===== config.mk =====
export PLATFORM = sky130hd
export DESIGN_NAME = uart_receiver
export DESIGN_NICKNAME = d
export VERILOG_FILES = /design/src/rtl/uart_pkg.sv /design/src/rtl/synchronizer2.sv /design/src/rtl/uart_receiver.sv
export SDC_FILE = /design/constraint.sdc
export NUM_CORES = 1
export LEC_CHECK = 0
export BUFFER_PORTS_ARGS = -buffer_cell sky130_fd_sc_hd__clkbuf_2
export CAP_MARGIN = 20
export CELL_PAD_IN_SITES_DETAIL_PLACEMENT = 1
export CELL_PAD_IN_SITES_GLOBAL_PLACEMENT = 2
export CORE_ASPECT_RATIO = 1.75
export CORE_MARGIN = 10
export CORE_UTILIZATION = 35
export DETAILED_ROUTE_END_ITERATION = 8
export PLACE_DENSITY = 0.72
export REMOVE_ABC_BUFFERS = 1
export SLEW_MARGIN = 40
export SYNTH_ARGS = -nofsm -noshare
export SYNTH_HDL_FRONTEND = slang
export SYNTH_HIERARCHICAL = 1
export SYNTH_SLANG_ARGS = --single-unit

===== constraint.sdc =====
create_clock -name clock -period 3.3 [get_ports clock]
set_input_delay 0.165 -clock clock [delete_from_list [all_inputs] [get_ports clock]]
set_output_delay 0.165 -clock clock [all_outputs]
set_load 0.01 [all_outputs]

===== src/rtl/uart_pkg.sv =====
// Shared UART definitions: receiver state encoding and the default bit period.
package uart_pkg;

    typedef enum logic [2:0] {
        IDLE,
        START,
        DATA,
        STOP,
        BREAK
    } uart_rx_state_t;

    // 100 MHz system clock at 115200 baud.
    localparam int DEFAULT_CYCLES_PER_BIT = 868;

endpackage


===== src/rtl/synchronizer2.sv =====
// Two-flop bit synchronizer for asynchronous inputs, with a selectable reset value.
module synchronizer2 #(
    parameter logic RESET_VALUE = 1'b0
) (
    input  logic clock,
    input  logic reset,
    input  logic d,
    output logic q
);

    logic meta;

    always_ff @(posedge clock or negedge reset) begin
        if (!reset) begin
            meta <= RESET_VALUE;
            q    <= RESET_VALUE;
        end else begin
            meta <= d;
            q    <= meta;
        end
    end

endmodule


===== src/rtl/uart_receiver.sv =====
// 8N1 UART receiver: mid-bit sampling of the synchronized line, one-cycle byte and
// framing-error strobes, and a BREAK state that ignores a held-low line.
module uart_receiver
    import uart_pkg::*;
#(
    parameter int CYCLES_PER_BIT = DEFAULT_CYCLES_PER_BIT
) (
    input  logic           clock,
    input  logic           reset,
    input  logic           rxd,
    output logic           rx_ready,
    output logic [7:0]     rdata,
    output logic           ferr,
    output logic           busy,
    output uart_rx_state_t state
);

    localparam int CNT_W = $clog2(CYCLES_PER_BIT);
    // Counters count down to zero, so loads are one less than the interval.
    localparam logic [CNT_W-1:0] HALF_LOAD = CNT_W'(CYCLES_PER_BIT / 2 - 1);
    localparam logic [CNT_W-1:0] BIT_LOAD  = CNT_W'(CYCLES_PER_BIT - 1);

    generate
        if (CYCLES_PER_BIT < 4) begin : g_bad_cycles_per_bit
            $error("uart_receiver: CYCLES_PER_BIT must be >= 4");
        end
    endgenerate

    logic rxs;
    logic rxs_prev;

    synchronizer2 #(
        .RESET_VALUE (1'b1)
    ) u_rxd_sync (
        .clock (clock),
        .reset (reset),
        .d     (rxd),
        .q     (rxs)
    );

    uart_rx_state_t   state_q, state_n;
    logic [CNT_W-1:0] cnt_q, cnt_n;
    logic [2:0]       bit_q, bit_n;
    logic [7:0]       shift_q, shift_n;
    logic [7:0]       rdata_q, rdata_n;
    logic             rx_ready_q, rx_ready_n;
    logic             ferr_q, ferr_n;
    logic             busy_q, busy_n;
    logic             cnt_zero;

    always_ff @(posedge clock or negedge reset) begin
        if (!reset) begin
            state_q    <= IDLE;
            cnt_q      <= '0;
            bit_q      <= '0;
            shift_q    <= '0;
            rdata_q    <= '0;
            rx_ready_q <= 1'b0;
            ferr_q     <= 1'b0;
            busy_q     <= 1'b0;
            rxs_prev   <= 1'b1;
        end else begin
            state_q    <= state_n;
            cnt_q      <= cnt_n;
            bit_q      <= bit_n;
            shift_q    <= shift_n;
            rdata_q    <= rdata_n;
            rx_ready_q <= rx_ready_n;
            ferr_q     <= ferr_n;
            busy_q     <= busy_n;
            rxs_prev   <= rxs;
        end
    end

    assign cnt_zero = (cnt_q == '0);

    always_comb begin
        state_n    = state_q;
        cnt_n      = cnt_q;
        bit_n      = bit_q;
        shift_n    = shift_q;
        rdata_n    = rdata_q;
        rx_ready_n = 1'b0;
        ferr_n     = 1'b0;
        busy_n     = busy_q;

        case (state_q)
            IDLE: begin
                if (rxs_prev && !rxs) begin
                    cnt_n   = HALF_LOAD;
                    state_n = START;
                end
            end

            START: begin
                if (!cnt_zero) begin
                    cnt_n = cnt_q - CNT_W'(1);
                end else if (!rxs) begin
                    busy_n  = 1'b1;
                    bit_n   = '0;
                    cnt_n   = BIT_LOAD;
                    state_n = DATA;
                end else begin
                    // Line back high at mid start bit: treat as a glitch.
                    state_n = IDLE;
                end
            end

            DATA: begin
                if (!cnt_zero) begin
                    cnt_n = cnt_q - CNT_W'(1);
                end else begin
                    shift_n = {rxs, shift_q[7:1]};
                    cnt_n   = BIT_LOAD;
                    if (bit_q == 3'd7) begin
                        state_n = STOP;
                    end else begin
                        bit_n = bit_q + 3'd1;
                    end
                end
            end

            STOP: begin
                if (!cnt_zero) begin
                    cnt_n = cnt_q - CNT_W'(1);
                end else begin
                    busy_n = 1'b0;
                    if (rxs) begin
                        rdata_n    = shift_q;
                        rx_ready_n = 1'b1;
                        state_n    = IDLE;
                    end else begin
                        ferr_n  = 1'b1;
                        state_n = BREAK;
                    end
                end
            end

            BREAK: begin
                // A held-low line must go high before a new start edge can count.
                if (rxs) begin
                    state_n = IDLE;
                end
            end

            default: begin
                state_n = IDLE;
            end
        endcase
    end

    assign rx_ready = rx_ready_q;
    assign rdata    = rdata_q;
    assign ferr     = ferr_q;
    assign busy     = busy_q;
    assign state    = state_q;

endmodule


### Word-level counts from Yosys, hierarchy flattened

Index checks and enable logic that the tools add are counted.

* multiplexer cells: 30
* shift operators: 0
* reduce and logical (&&, ||, !) cells: 13
* order comparisons: 0
* $mul: 0
* div/mod/pow operators: 0
* add/subtract/negate cells: 2
* bitwise gates (word level): 0
* equality and inequality tests: 15

Operators with widths (number)
* $mux 10: 5
* $pmux 10 s4: 1
* $mux 3: 11
* $ne 2x2->1 const B: 8
* $pmux 3 s5: 1
* $logic_not 10->1: 1
* $sub 10x1->10 const B: 1
* $mux 1: 9
* $reduce_and 4->1: 2
* $eq 3x2->1 const B: 2
* $eq 3x3->1 const B: 2
* $pmux 3 s2: 1
* $reduce_and 6->1: 1
* $reduce_and 5->1: 1
* $reduce_bool 2->1: 2
* $reduce_bool 4->1: 1
* $add 3x1->3 const B: 1
* $eq 3x1->1 const B: 1
* $logic_not 3->1: 1
* $ne 3x3->1 const B: 1
* $reduce_and 3->1: 1
* $mux 2: 1
* $ne 2x1->1 const B: 1
* $pmux 1 s2: 1
* other kinds (3): 3

* register bits after elaboration: 38
* memories kept: 0
* memory bits (read-only): 0
* memory bits (writable): 0
* output and inout bits: 14
* word-level logic and storage cells: 71
* latch bits: 0

### Depth between registers and ports, before layout

Gate-level depths: netlist of run 1.

* word-level depth: 4
* depth in mapped cells: 7
* mapped depth without buffers: 6

### Hierarchy

Netlist of run 1, hierarchy kept.

By module, submodules not included
* uart_receiver: area an instance 1815.5 um2, times used 1, cells an instance 163
* synchronizer2: area an instance 52.6 um2, times used 1, cells an instance 2

### Worst setup path after synthesis of run 1

Ideal clock, no wire load.

* path kind: register to register
* from: register cnt_q[0]
* to: register rdata_q[0], in the netlist rdata[0]
* slack: 1.154 ns
* cell stages (with the launch flop): 8
* clock period less this slack: 2.146 ns
* arrival: 2.018 ns
* cells stage by stage: dfrtp_1 > inv_1 > ha_1 > or4b_4 > nor3_4 > and4_1 > buf_4 > mux2_1

* word-level cells in the longest chain between the ends: 2

Ends and longest elaborated chain
* from (decl): RTL line uart_receiver.sv:42 `logic [CNT_W-1:0] cnt_q, cnt_n;`
* from (signal assigned): RTL line uart_receiver.sv:64 `cnt_q <= cnt_n;`
* $logic_not 10->1: RTL line uart_receiver.sv:75 `assign cnt_zero = (cnt_q == '0);`
* $reduce_and 3->1 (no line)
* to (signal assigned): RTL line uart_receiver.sv:67 `rdata_q <= rdata_n;`
* to (decl): RTL line uart_receiver.sv:45 `logic [7:0] rdata_q, rdata_n;`

No other way between the ends.
A chain may end at the register's enable or synchronous reset.

### Worst setup path after layout of run 1

* from: register cnt_q[0]
* to: register rdata_q[1], in the netlist rdata[1]

Same word-level chain as after synthesis.

==> reports/results.ini, run 1 <==
[outcome]
outcome=finished, final reports clean

[route]
maxUsedRoutingLayer=met4
dr_total_vias=1328
dr.pass1.iters=4
drtIter0Drc=54
wl_mm=4.49
ant_nets=0
met3_length_microns=143
drc=0
wirelength_met1_mm=1.73
vias_per_cell=5.63
post_drt_wl_per_cell_microns=19.0
wl_met2_mm=2.57

[die]
die_h_microns=117
chipWidth_microns=75.2
num_rows=35
initial_core_util_pct=35.8
dieArea_sq_mm=0.00877
io_pins=17
core_sq_mm=0.00521

[setup_path]
cp_slowest_cell=and4_1
critPathRequiredTime_ns=3.47
cp-startpoint=cnt_q[0]
endpoint_kind=flop
path_class=flop to flop
worstPathArrival_ns=2.69
start_kind=flop
crit_fanout=9
critical-path-max-stage-delay_ns=0.53
r2r-start=cnt_q[0]
crit_chain=inv_1 > ha_1 > or4b_4 > nor3_4 > and4_1 > mux2_1

[synth]
syn-instance-count=165
avgSynthCellArea_sq_um=11.3
synth_area_sq_mm=0.00187
ys_types=43
ys_ff_latch=38
synth_warnings=6
seq_area_frac_synth_pct=51.1

[timing]
relSlewSlack_pct=45.9
whs_ns=0.360
drv_slew=0
period_needed_ns=2.52
tns_ns=0
layout_setup_ws_ns=0.780
rsz0062_at_grt=false
setup_viol=0
hold_viol_final=0
fmax_mhz=397
worst_pin_slew_ns=0.805
period_share_pct=76.4
skew_ns=0.0107

[layout]
drive_gt1_share_pct=23.2
final_nets=187
area_delta_synth_final_pct=11.2
diodes=0
layout_common_cells=dfrtp_1 (35), clkbuf_2 (15), nor2_1 (11)
final_common_cell=dfrtp_1
final_util_pct=39.9

[cts]
clk_latency_ns=0.29
cts_buffers=5
cts_buffer_depth=2
root_buffer=clkbuf_8
h-tree-depth=2
clkTransAtPathRegs_ns=0.08
tritoncts=yes
cts_sinks=38
cts_resized=0

[job]
max_cap_viol_count=0

[global_routing]
grt_max_degree=39
grt_pass1_vias=1500
antenna_found_initial=0
grt.overflow.total=0
grt_pass1_wl_mm=7.53
grtUsageTotal_pct=11.1

[worst_hold_path]
hold_path.class=flop to flop
min-delay-start=u_rxd_sync/meta

[place]
hpwl_mm=3.39
io_buffers=16
dp_slack_ns=0.767
routabilityCongestion=0.819

[power_and_ir_drop]
p_comb_share_pct=19.1
power.total_mw=1.16
p_leak_nw=1.00
p_clk_share_pct=30.6
power_frac_seq_pct=50.3
power.switching_fraction_pct=33.4
power.internal_mw=0.771
peakVddDrop_mv=0.357
switchingPower_mw=0.387
p_per_area_mw_per_mm2=557

==> worst paths after layout <==
kind | endpoint | slack [ns] | cells after the start
max in group asynchronous | u_rxd_sync/q | 2.52 | 2
min in group asynchronous | cnt_q[4] | 0.41 | 2
max reg2reg | rdata[1] | 0.78 | 6
min | u_rxd_sync/q | 0.36 | 0
min reg2reg | u_rxd_sync/q | 0.36 | 0
max | rdata[1] | 0.78 | 6
==> flip-flops by register name (all words and copies together) (netlist names), 3 cells and up <==
signal / cells
state: 3
cnt_q: 10
rdata: 8
bit_q: 3
shift_q: 8
==> worst max-delay path, delay by kind of cell (launching register included) <==
kind                       cells  cell delay (ns)
buffers and inverters          1             0.09
adders and majority gates      1             0.16
and+or+nand+nor                3             1.35
muxes                          1             0.37
DFF                            1             0.42
==> cells by family after synthesis <==
logic type,after synthesis,share of synthesized area [%]
AND/OR/NAND/NOR,51,16.6
flip-flops,38,51.1
multiplexers,20,11.9
XOR/XNOR,1,0.469
AO/OA/AOI/OAI,35,12.8
adder cells (fa/ha/maj),4,2.68
buffers and inverters,16,4.49
==> power by group through the flow <==
| stage | sequential [mW] | clock, mW | combinational [mW] |
|---|---|---|---|
| floorplan | 0.569 | 0 | 0.160 |
| global placement | 0.589 | 0 | 0.216 |
| detailed placement | 0.592 | 0 | 0.221 |
| CTS | 0.583 | 0.365 | 0.224 |
| global route | 0.595 | 0.388 | 0.250 |
| finish | 0.583 | 0.354 | 0.221 |
==> repair_timing <==
action,in CTS,in global routing
buffers inserted,0,0
endpoints found under the hold margin,36,0
hold buffers,2,0
==> cell usage after synthesis <==
cell type	number	area share [%]
buf_6	2	1.2
buf_4	2	0.80
xor2_1	1	0.47
dfstp_2	3	4.2
nand2_4	1	0.60
nor3b_1	1	0.40
or4_1	1	0.40
nand4_1	1	0.34
nand2_1	8	1.6
or4b_4	1	0.74
nor2_1	11	2.2
nand3b_1	1	0.40
a2bb2oi_2	1	0.80
nor3_4	1	0.87
a21boi_0	1	0.40
nand2b_1	2	0.67
ha_1	4	2.7
inv_1	6	1.2
o22a_1	1	0.47
nor3_1	4	1.1
clkbuf_1	5	1.0
o211a_1	1	0.54
mux2_2	9	5.4
o211ai_1	4	1.6
and4_1	2	0.94
or4_4	2	1.2
o21bai_1	1	0.40
o31ai_1	4	1.6
a31oi_1	4	1.3
mux2_1	8	4.8
a21o_1	4	1.6
a21oi_1	6	1.6
dfrtp_1	35	47
mux2i_1	3	1.6
and3_1	1	0.34
nor2b_1	3	1.0
o21ai_0	6	1.6
nor4_1	5	1.7
nor4b_1	2	0.94
nand3_1	2	0.54
a22oi_1	2	0.80
and2_1	2	0.67
buf_2	1	0.27
==> stage by stage <==
| stage | cell area [sq um] | std cells |
|---|---|---|
| finish | 2080 | 236 |
| global route | 2080 | 236 |
| CTS | 2080 | 236 |
| detailed placement | 1960 | 226 |
| global placement | 1960 | 226 |
| floorplan | 1810 | 155 |
==> routing by layer <==
metal,vias to the layer above,track usage [%]
met4,0,3.24
met2,24,21.3
met1,667,11.4
li1,631,-
met5,-,0
met3,6,2.47
==> area by class of cell <==
| class | count | area (sq um) |
|---|---|---|
| Tap cell | 55 | 68.8 |
| Multi-Input combinational cell | 111 | 830 |
| Clock inverter | 2 | 16.3 |
| Sequential cell | 38 | 955 |
| Clock buffer | 6 | 82.6 |
| Inverter | 6 | 22.5 |
| Fill cell | 554 | 3130 |
| Timing Repair Buffer | 18 | 103 |
Power figures use the tool's default switching activity.
==> run 2, diff against run 1 <==
--- a/config.mk
+++ b/config.mk
@@ -13,7 +13,7 @@
 export CORE_MARGIN = 10
 export CORE_UTILIZATION = 35
 export DETAILED_ROUTE_END_ITERATION = 8
-export PLACE_DENSITY = 0.72
+export PLACE_DENSITY = 0.75
 export REMOVE_ABC_BUFFERS = 1
 export SLEW_MARGIN = 40
 export SYNTH_ARGS = -nofsm -noshare
==> constraint.sdc (replaced) <==
create_clock -name clock -period 2.3 [get_ports clock]
set_input_delay 0.115 -clock clock [delete_from_list [all_inputs] [get_ports clock]]
set_output_delay 0.115 -clock clock [all_outputs]
set_load 0.01 [all_outputs]
==> run 2 against run 1 <==
  * Critical path depth unchanged
  * Non-clock buffer count grew 16
  * Global-route usage grew 0.37 points
  * Highest routed layer unchanged
  * Setup slack got worse by 0.65 ns
  * Largest cell class unchanged
  * Die area is the same
  * Clock skew is 0.00076 ns lower
  * Total power increased by 48%
==> reports/results.ini, run 2 (same netlist as run 1, synthesis figures left out) <==
[power_and_ir_drop]
p_per_area_mw_per_mm2=779  ; +40%
p_clk_share_pct=27.7  ; -2.9 points
peakVddDrop_mv=0.409  ; +15%
switchingPower_mw=0.549  ; +42%
power.total_mw=1.71  ; +48%
power.switching_fraction_pct=32.1  ; -1.3 points
p_comb_share_pct=25.1  ; +6.0 points
power_frac_seq_pct=47.2  ; -3.1 points
power.internal_mw=1.16  ; +50%
p_leak_nw=1.09  ; +8.5%

[global_routing]
grt_pass1_vias=1617  ; +7.8%
grt_pass1_wl_mm=7.77  ; +3.1%
grt_max_degree=39  ; unchanged
grt_busiest_layer=met2
use_met1_pct=11.8  ; +0.44 points
grtUsageTotal_pct=11.5  ; +0.37 points
grtUsageMet3_pct=2.72  ; +0.26 points
grt_use_met2_pct=20.6  ; -0.69 points
grt.overflow.total=0  ; unchanged
antenna_found_initial=0  ; unchanged

[setup_path]
path_class=flop to flop
crit_chain=inv_1 > ha_1 > or4b_4 > or4_4 > nand2_1 > o31ai_1
reg2reg_depth=6  ; unchanged
cp.buffers_inverters=1  ; unchanged
r2r_slack_ns=0.13  ; -0.65 ns
endpoint_kind=flop
cp_slowest_cell=or4_4
r2r-start=cnt_q[1]
start_kind=flop
crit_fanout=6  ; -3
r2r_end=cnt_q[8]
critical-path-top-delay-family=simple AND/OR/NAND/NOR gates
cp-startpoint=cnt_q[1]
critical-path-max-stage-delay_ns=0.59  ; +0.06 ns
critPathRequiredTime_ns=2.46  ; -1.01 ns
worstPathArrival_ns=2.32  ; -0.37 ns

[die]
num_rows=35  ; unchanged
initial_core_util_pct=35.8  ; unchanged
dieArea_sq_mm=0.00877  ; unchanged
die_h_microns=117  ; unchanged
io_pins=17  ; unchanged
chipWidth_microns=75.2  ; unchanged
core_sq_mm=0.00521  ; unchanged

[job]
max_cap_viol_count=0  ; unchanged

[outcome]
outcome=finished, final reports clean

[layout]
layout_common_cells=dfrtp_1 (35), clkbuf_2 (15), buf_4 (15)
largest_reg_flops=10  ; unchanged
diodes=0  ; unchanged
final_common_cell=dfrtp_1
area_delta_synth_final_pct=17.5
drive_gt1_share_pct=29.4  ; +6.2 points
stdcell_count=252  ; +6.8%
final_area_sq_mm=0.00219  ; +5.7%
final_nets=203  ; +8.6%
top_register=cnt_q

[timing]
setup_viol=0  ; unchanged
drv_slew=0  ; unchanged
rsz0062_at_grt=false
fmax_mhz=461  ; +16%
period_needed_ns=2.17  ; -0.351 ns
worst_pin_slew_ns=0.692  ; -0.113 ns
skew_ns=0.00990  ; -0.000762 ns
tns_ns=0  ; unchanged
period_share_pct=94.3  ; +18 points
hold_viol_final=0  ; unchanged
relSlewSlack_pct=53.7  ; +7.8 points

[route]
ant_nets=0  ; unchanged
vias_per_cell=5.61  ; -0.28%
dr_total_vias=1414  ; +6.5%
post_drt_wl_per_cell_microns=18.2  ; -4.4%
dr.pass1.iters=4  ; unchanged
drtIter0Drc=62  ; +15%
wl_mm=4.58  ; +2.0%
drc=0  ; unchanged

[worst_hold_path]
hold_path.class=input port to asynchronous set/reset pin

[cts]
clkTransAtPathRegs_ns=0.08  ; about the same
h-tree-depth=2  ; unchanged
cts_buffer_depth=2  ; unchanged
clk_latency_ns=0.29  ; about the same
cts_buffers=5  ; unchanged
cts_sinks=38  ; unchanged
root_buffer=clkbuf_8
tritoncts=yes

[place]
dp_cells=242  ; +7.1%
hpwl_mm=3.51  ; +3.6%
io_buffers=16  ; unchanged
dpl-instance-area_sq_mm=0.00208  ; +6.1%
routabilityCongestion=0.841  ; +2.7%

==> run 2: cell count changes in the layout (fill, tap and decap cells not counted), sizes merged <==
cell and change:
clkinvlp -1, inv -1, buf +16, clkbuf +1, clkinv +1
==> run 2: stage by stage <==
stage / setup WS (ns) / utilization, % / hold slack (ns)
after global routing: 0.0117 / 42.1 / 0.370
after detailed placement: 0.0786 / 39.9 / 0.159
after CTS: 0.0585 / 42.0 / 0.361
final: 0.131 / 42.1 / 0.360
after floorplan: 0.0801 / - / -0.181
after global placement: 0.147 / 39.8 / 0.204
==> run 2: repair_timing <==
action	CTS	global route
hold buffers	2	0
endpoints found under the hold margin	36	0
gates resized for setup	0	2
setup endpoints to repair	0	16
buffers inserted	0	0
==> run 2: worst max path at each step <==
stage / to / slack [ns] / cells past startpoint
floorplan: rdata[0] / 0.08 / 6
global placement: shift_q[2] / 0.15 / 6
detailed placement: shift_q[2] / 0.08 / 6
CTS: rdata[6] / 0.06 / 7
global route: rdata[6] / 0.01 / 7
finish: cnt_q[8] / 0.13 / 6
==> run 2: area by class of cell <==
cell class | count | area, sq um
Fill cell | 564 | 3020
Multi-Input combinational cell | 111 | 831
Timing Repair Buffer | 34 | 226
Clock buffer | 7 | 86.3
Clock inverter | 1 | 5.00
Tap cell | 55 | 68.8
Inverter | 6 | 22.5
Sequential cell | 38 | 955
==> run 2: layer usage <==
layer	vias to the layer above	routed length [microns]
li1	662	-
met1	712	1730
met2	28	2530
met3	12	136
met4	0	173
met5	-	0
==> run 2: power groups by stage <==
stage          sequential (mW)  combinational [mW]  clock (mW)
3_3_place_gp             0.812               0.412           0
3_5_place_dp             0.819               0.426           0
6_report                 0.806               0.429       0.473
4_1_cts                  0.806               0.432       0.497
5_1_grt                  0.816               0.470       0.522
2_1_floorplan            0.816               0.229           0
